===== src/rtl/neuron_mac.sv =====
// neuron_mac: sequential signed fixed-point MAC over INPUT_SIZE serialized activations.
// Optional ReLU activation is enabled by defining NEURON_MAC_RELU_EN.
module neuron_mac #(
  parameter int INPUT_SIZE = 8,
  parameter int Q_SIZE     = 16,
  parameter int FRAC_BITS  = 8,
  localparam int AW        = (INPUT_SIZE > 1) ? $clog2(INPUT_SIZE) : 1
) (
  input  logic              clk,
  input  logic              rst,
  input  logic              start,
  input  logic [Q_SIZE-1:0] bias_in,
  output logic              busy,
  input  logic [Q_SIZE-1:0] serial_in,
  output logic              serializer_shift,
  output logic [AW-1:0]     weight_addr,
  input  logic [Q_SIZE-1:0] weight_in,
  output logic [Q_SIZE-1:0] result,
  output logic              result_valid,
  input  logic              result_ready
);

  localparam int ACC_W = 2*Q_SIZE + $clog2(INPUT_SIZE) + 1;
  localparam int PW    = 2*Q_SIZE;

  // state | meaning
  // IDLE  | waiting for start
  // RUN   | shifting one activation per cycle, accumulating delayed products
  // LAST  | adding final product, registering saturated result
  // DONE  | result_valid high until result_ready
  typedef enum logic [1:0] {IDLE, RUN, LAST, DONE} state_t;

  state_t state, state_next;

  logic [AW-1:0]           idx;
  logic signed [ACC_W-1:0] acc;
  logic [Q_SIZE-1:0]       x_q;
  logic                    p_vld;
  logic [Q_SIZE-1:0]       result_q;

  logic signed [PW-1:0]    x_ext, w_ext, prod;
  logic signed [ACC_W-1:0] acc_next, scaled, act;
  logic [Q_SIZE-1:0]       sat_val;

  localparam logic signed [ACC_W-1:0] SAT_MAX = {{(ACC_W-Q_SIZE+1){1'b0}}, {(Q_SIZE-1){1'b1}}};
  localparam logic signed [ACC_W-1:0] SAT_MIN = {{(ACC_W-Q_SIZE+1){1'b1}}, {(Q_SIZE-1){1'b0}}};

  always_ff @(posedge clk) begin
    if (rst) state <= IDLE;
    else     state <= state_next;
  end

  always_comb begin
    state_next = state;
    case (state)
      IDLE: if (start) state_next = RUN;
      RUN:  if (idx == AW'(INPUT_SIZE-1)) state_next = LAST;
      LAST: state_next = DONE;
      DONE: if (result_ready) state_next = IDLE;
      default: state_next = IDLE;
    endcase
  end

  assign x_ext    = {{(PW-Q_SIZE){x_q[Q_SIZE-1]}}, x_q};
  assign w_ext    = {{(PW-Q_SIZE){weight_in[Q_SIZE-1]}}, weight_in};
  assign prod     = x_ext * w_ext;
  assign acc_next = p_vld ? acc + {{(ACC_W-PW){prod[PW-1]}}, prod} : acc;
  assign scaled   = acc_next >>> FRAC_BITS;

  always_comb begin
    act = scaled;
`ifdef NEURON_MAC_RELU_EN
    if (scaled[ACC_W-1]) act = '0;
`endif
    if (act > SAT_MAX)      sat_val = SAT_MAX[Q_SIZE-1:0];
    else if (act < SAT_MIN) sat_val = SAT_MIN[Q_SIZE-1:0];
    else                    sat_val = act[Q_SIZE-1:0];
  end

  always_ff @(posedge clk) begin
    if (rst) begin
      idx      <= '0;
      acc      <= '0;
      x_q      <= '0;
      p_vld    <= 1'b0;
      result_q <= '0;
    end else begin
      case (state)
        IDLE: if (start) begin
          idx   <= '0;
          acc   <= {{(ACC_W-Q_SIZE){bias_in[Q_SIZE-1]}}, bias_in} <<< FRAC_BITS;
          p_vld <= 1'b0;
        end
        RUN: begin
          x_q   <= serial_in;
          p_vld <= 1'b1;
          acc   <= acc_next;
          idx   <= idx + 1'b1;
        end
        LAST: begin
          acc      <= acc_next;
          p_vld    <= 1'b0;
          result_q <= sat_val;
        end
        default: ;
      endcase
    end
  end

  assign busy             = (state != IDLE);
  assign serializer_shift = (state == RUN);
  assign weight_addr      = (state == RUN) ? idx : '0;
  assign result_valid     = (state == DONE);
  assign result           = result_q;

endmodule


===== config.mk =====
export PLATFORM = sky130hd
export DESIGN_NAME = neuron_mac
export DESIGN_NICKNAME = d
export VERILOG_FILES = /design/src/rtl/neuron_mac.sv
export SDC_FILE = /design/constraint.sdc
export NUM_CORES = 1
export LEC_CHECK = 0
export BUFFER_PORTS_ARGS = -buffer_cell sky130_fd_sc_hd__buf_4
export CAP_MARGIN = 20
export CORE_UTILIZATION = 50
export CTS_CLUSTER_SIZE = 30
export DETAILED_ROUTE_END_ITERATION = 8
export PLACE_DENSITY = 0.65
export REMOVE_ABC_BUFFERS = 1
export SLEW_MARGIN = 30
export SYNTH_ARGS = -nofsm -noshare
export SYNTH_HDL_FRONTEND = slang
export SYNTH_SLANG_ARGS = --single-unit

===== constraint.sdc =====
create_clock -name clk -period 11.8 [get_ports clk]
set_input_delay 1.77 -clock clk [delete_from_list [all_inputs] [get_ports clk]]
set_output_delay 1.77 -clock clk [all_outputs]
set_load 0.02 [all_outputs]

Word level (Yosys, flattened, before mapping):

Cells that the tools add are included.

* add/subtract/negate cells: 2
* $mul: 1
* order comparisons: 2
* equality and inequality tests: 8
* multiplexer cells: 14
* reductions and logical operators: 11

Operators by type and width (number)
* $mux W36: 2
* $pmux W36 S2: 1
* $add A36 B36 Y36: 1
* $mul A16 B16 Y32: 1
* $mux W16: 2
* $gt A28 B16 Y1 const B: 1
* $lt A28 B16 Y1 const B: 1
* $pmux W2 S4: 1
* $mux W2: 3
* $mux W3: 2
* $ne A2 B1 Y1 const B: 3
* $pmux W3 S2: 1
* $reduce_and A2 Y1: 3
* $reduce_and A3 Y1: 2
* $reduce_bool A2 Y1: 3
* $eq A2 B2 Y1 const B: 2
* $add A3 B1 Y3 const B: 1
* $eq A3 B3 Y1 const B: 1
* $pmux W1 S3: 1
* $reduce_bool A3 Y1: 1
* $eq A2 B1 Y1 const B: 1
* $logic_not A2 Y1: 1
* $ne A2 B2 Y1 const B: 1
* $reduce_or A2 Y1: 1
* $mux W1: 1

* register bits after elaboration: 74
* bits of input ports: 52

Depth between registers and ports, before layout:

* depth after elaboration: 6
* gate-level depth with buffers: 40
* depth with buffers taken out: 37

Worst setup path before layout:

No wires, ideal clock.

* path type: input to register
* start point: input weight_in[6]
* end point: register result_q[7], in the netlist result[7]
* setup time: 89 ps
* data arrival time: 9728 ps
* setup slack: 1982 ps
* stages: 38
* buffers on the path: 3
* cell sequence: clkbuf_1 > and2_1 > fa_1 > inv_1 > fa_1 > fa_1 > fa_1 > inv_1 > fa_1 > inv_1 > fa_1 > inv_1 > ha_1 > a21o_1 > a21oi_1 > nand2_1 > a41o_1 > nand2_1 > [2 not listed] > a21o_1 > nand3_1 > nand2_1 > xnor2_1 > ha_1 > clkbuf_1 > a21oi_1 > nand2_1 > a211oi_1 > o31ai_1 > o21ai_1 > a21oi_1 > or2_2 > mux2i_4 > xnor2_1 > a32o_2 > buf_6 > o32ai_4

* longest elaborated chain between the ends: 6

Ends and longest elaborated chain
* from (decl): RTL line 17 `input logic [Q_SIZE-1:0] weight_in,`
* $mul A16 B16 Y32 *: RTL line 66 `assign prod = x_ext * w_ext;`
* $add A36 B36 Y36 *: RTL line 67 `assign acc_next = p_vld ? acc + {{(ACC_W-PW){prod[PW-1]}}, prod} : acc;`
* $mux W36 *: RTL line 67
* $lt A28 B16 Y1: RTL line 76 `else if (act < SAT_MIN) sat_val = SAT_MIN[Q_SIZE-1:0];`
* $mux W16: RTL line 76
* $mux W16 *: RTL line 75 `if (act > SAT_MAX) sat_val = SAT_MAX[Q_SIZE-1:0];`
* to (signal assigned): RTL line 103 `result_q <= sat_val;`
* to (decl): RTL line 39 `logic [Q_SIZE-1:0] result_q;`

Every way passes the cells marked *; elsewhere a longest branch is shown, timed or not. The select of a mux whose other input is x is not followed.
A chain may end at the register's enable or synchronous reset.

Worst setup path after layout:

* start point: input weight_in[15]
* end point: register result_q[9], in the netlist result[9]

The elaborated chain is that of the path after synthesis.

==> flow_metrics.tcl <==
set metrics [dict create \
    status "completed" \
    layout-drive-gt1-share_pct 7.02 \
    critPathKind "in -> reg" \
    tns_ps 0 \
    fp.dieH_um 178 \
    worstMarginPinSlew_ps 890 \
    start_kind "input port" \
    grt-ovfl-total 0 \
    drtPass1Iterations 5 \
    drtIter0Drc 753 \
    cp.required_ps 12010 \
    path_buf_inv 4 \
    cts_root_buffer "clkbuf_16" \
    cts_made_buffers 9 \
    placementRows 63 \
    slew_headroom_pct 40.4 \
    place_congestion 0.883 \
    finalClockSkew_ps 9.75 \
    post-route-util_pct 55.3 \
    crit_slowest_cell "fa_1" \
    ios 74 \
    wl_per_cell_um 16.8 \
    diodes 0 \
    grt_antenna_before_repair 0 \
    holdCritPathClass "reg -> reg" \
    grt_pass1_wl_um 62900 \
    crit_top_cell "fa_1" \
    ys_warn_count 0 \
    first_global_vias 12466 \
    totalWireLength_um 37100 \
    hold_buffers 0 \
    area_delta_synth_final_pct 7.31 \
    synth-edff-count 0 \
    drc_errors 0 \
    fmax_mhz 93.5 \
    portBuffers 73 \
    finalCritPeriodShare_pct 90.7 \
    start_util_pct 51.5 \
    synth-seq-cells 74 \
    ant_nets 0 \
    htreeDepth 3 \
    num_vias 12187 \
    dp_hpwl_um 29700 \
    synth.avg_cell_area_um2 8.58 \
    clock_sinks 74 \
    timing.final.hold_violations 0 \
    netlist-cell-type-count 73 \
    final-setup-viol-count 0 \
    grt_max_degree 87 \
    coreArea_um2 30000 \
    finalNetCount 2259 \
    ys_seq_area_share_pct 9.60 \
    cts_setup_buffers 0 \
    synth_top_flop_cell "dfxtp_1" \
    rsz0062_at_grt "no" \
    clk-insertion-delay-late_ps 360 \
    cp.arrival_ps 10910 \
    post_cts_resized 0 \
    critPathMaxFanout 15 \
    slew_viol_final 0 \
    max_stage_delay_ps 590 \
    async_flop_share_pct 0 \
    drv_cap 0 \
    clock_path_buffers 2 \
    path_clk_slew_ps 60 \
    die_w_um 178 \
    dieArea_um2 31600 \
    cp_top_family "adder cells" \
    synth_cells 1797 \
    cts_tree "built" \
    endpoint_kind "flop" \
    grt_usage_pct 25.3 \
    min_period_ps 10700 \
    via_per_inst 5.51 \
    synth_area_um2 15400 \
]
-- flip-flops by register name (all words and copies together) (netlist names) --
name    flops
state       2
x_q        16
result     16
idx         3
acc        36
p_vld       1
-- metal layers --
metal / track usage [%] / vias up / routed length, µm / part of all wire [%]
met5: 0 / - / 0 / 0
met4: 6.84 / 0 / 736 / 2.0
met3: 2.66 / 54 / 1400 / 3.8
met2: 42.8 / 265 / 18500 / 50
met1: 34.4 / 6097 / 16400 / 44
li1: - / 5771 / - / -
-- worst paths after layout --
check / startpoint / to / slack, ps / cells past startpoint
setup / recovery: weight_in[15] / result[9] / 1100 / 32
hold / removal: acc[35] / acc[35] / 460 / 2
setup reg to reg: x_q[5] / result[9] / 1990 / 32
hold reg to reg: acc[35] / acc[35] / 460 / 2
-- cell type report --
cell class	count	area, µm²
Clock buffer	10	239
Clock inverter	6	73.8
Fill cell	2815	13400
Inverter	331	1240
Multi-Input combinational cell	1322	12400
Sequential cell	74	1480
Tap cell	390	488
Timing Repair Buffer	80	604
-- worst min-delay path, cell delays in order (launching register included) --
cell and delay [ps]:
dfxtp_1 310, nand2_1 50, a21oi_1 50
-- logic make-up (layout without fill, tap and decap cells) --
| family | count (synthesis) | after routing | synth area share, % |
|---|---|---|---|
| AO/OA/AOI/OAI | 287 | 287 | 13.2 |
| XOR/XNOR | 58 | 58 | 3.38 |
| adder cells (fa/ha/maj) | 389 | 389 | 44.4 |
| buffers and inverters | 401 | 427 | 9.93 |
| flip-flops | 74 | 74 | 9.60 |
| multiplexers | 38 | 38 | 2.56 |
| AND/OR/NAND/NOR | 550 | 550 | 17.0 |
-- Yosys cell counts (all sizes together) (13+ instances only) --
library cell,n,area share (%)
a211oi,31,1.5
a21o,22,1.1
a21oi,86,2.8
and2,129,5.2
buf,16,0.56
clkbuf,54,1.3
dfxtp,74,9.6
fa,263,34
ha,126,10
inv,331,8.1
mux2i,37,2.5
nand2,181,4.4
nand2b,14,0.57
nand3,15,0.49
nor2,139,3.4
nor3,17,0.55
o21ai,40,1.3
o32ai,13,1.2
xnor2,43,2.4
xor2,14,0.80
-- metrics by stage --
| step | hold WS [ps] | worst slack [ps] | cells | instance area, µm² |
|---|---|---|---|---|
| 3_3_place_gp | 443 | 874 | 2197 | 16200 |
| 4_1_cts | 466 | 1060 | 2213 | 16500 |
| 5_1_grt | 497 | 493 | 2213 | 16600 |
| 3_5_place_dp | 457 | 798 | 2197 | 16200 |
| 6_report | 463 | 1100 | 2213 | 16600 |
| 2_1_floorplan | 430 | 2190 | 1727 | 15100 |
-- cells in the final DEF, fill, tap and decap left out, types with 15 or more instances in the layout --
master,count
nor2_1,139
a21oi_1,85
buf_4,79
nand3_1,15
nand2_1,181
o21ai_0,38
nor3_1,17
mux2i_1,36
fa_1,263
and2_1,129
xnor2_1,43
inv_1,331
dfxtp_1,74
ha_1,126
a21o_1,22
a211oi_1,31
Power is not shown: default switching activity piles up to over one toggle a cycle in this logic, so the estimate is an artifact.
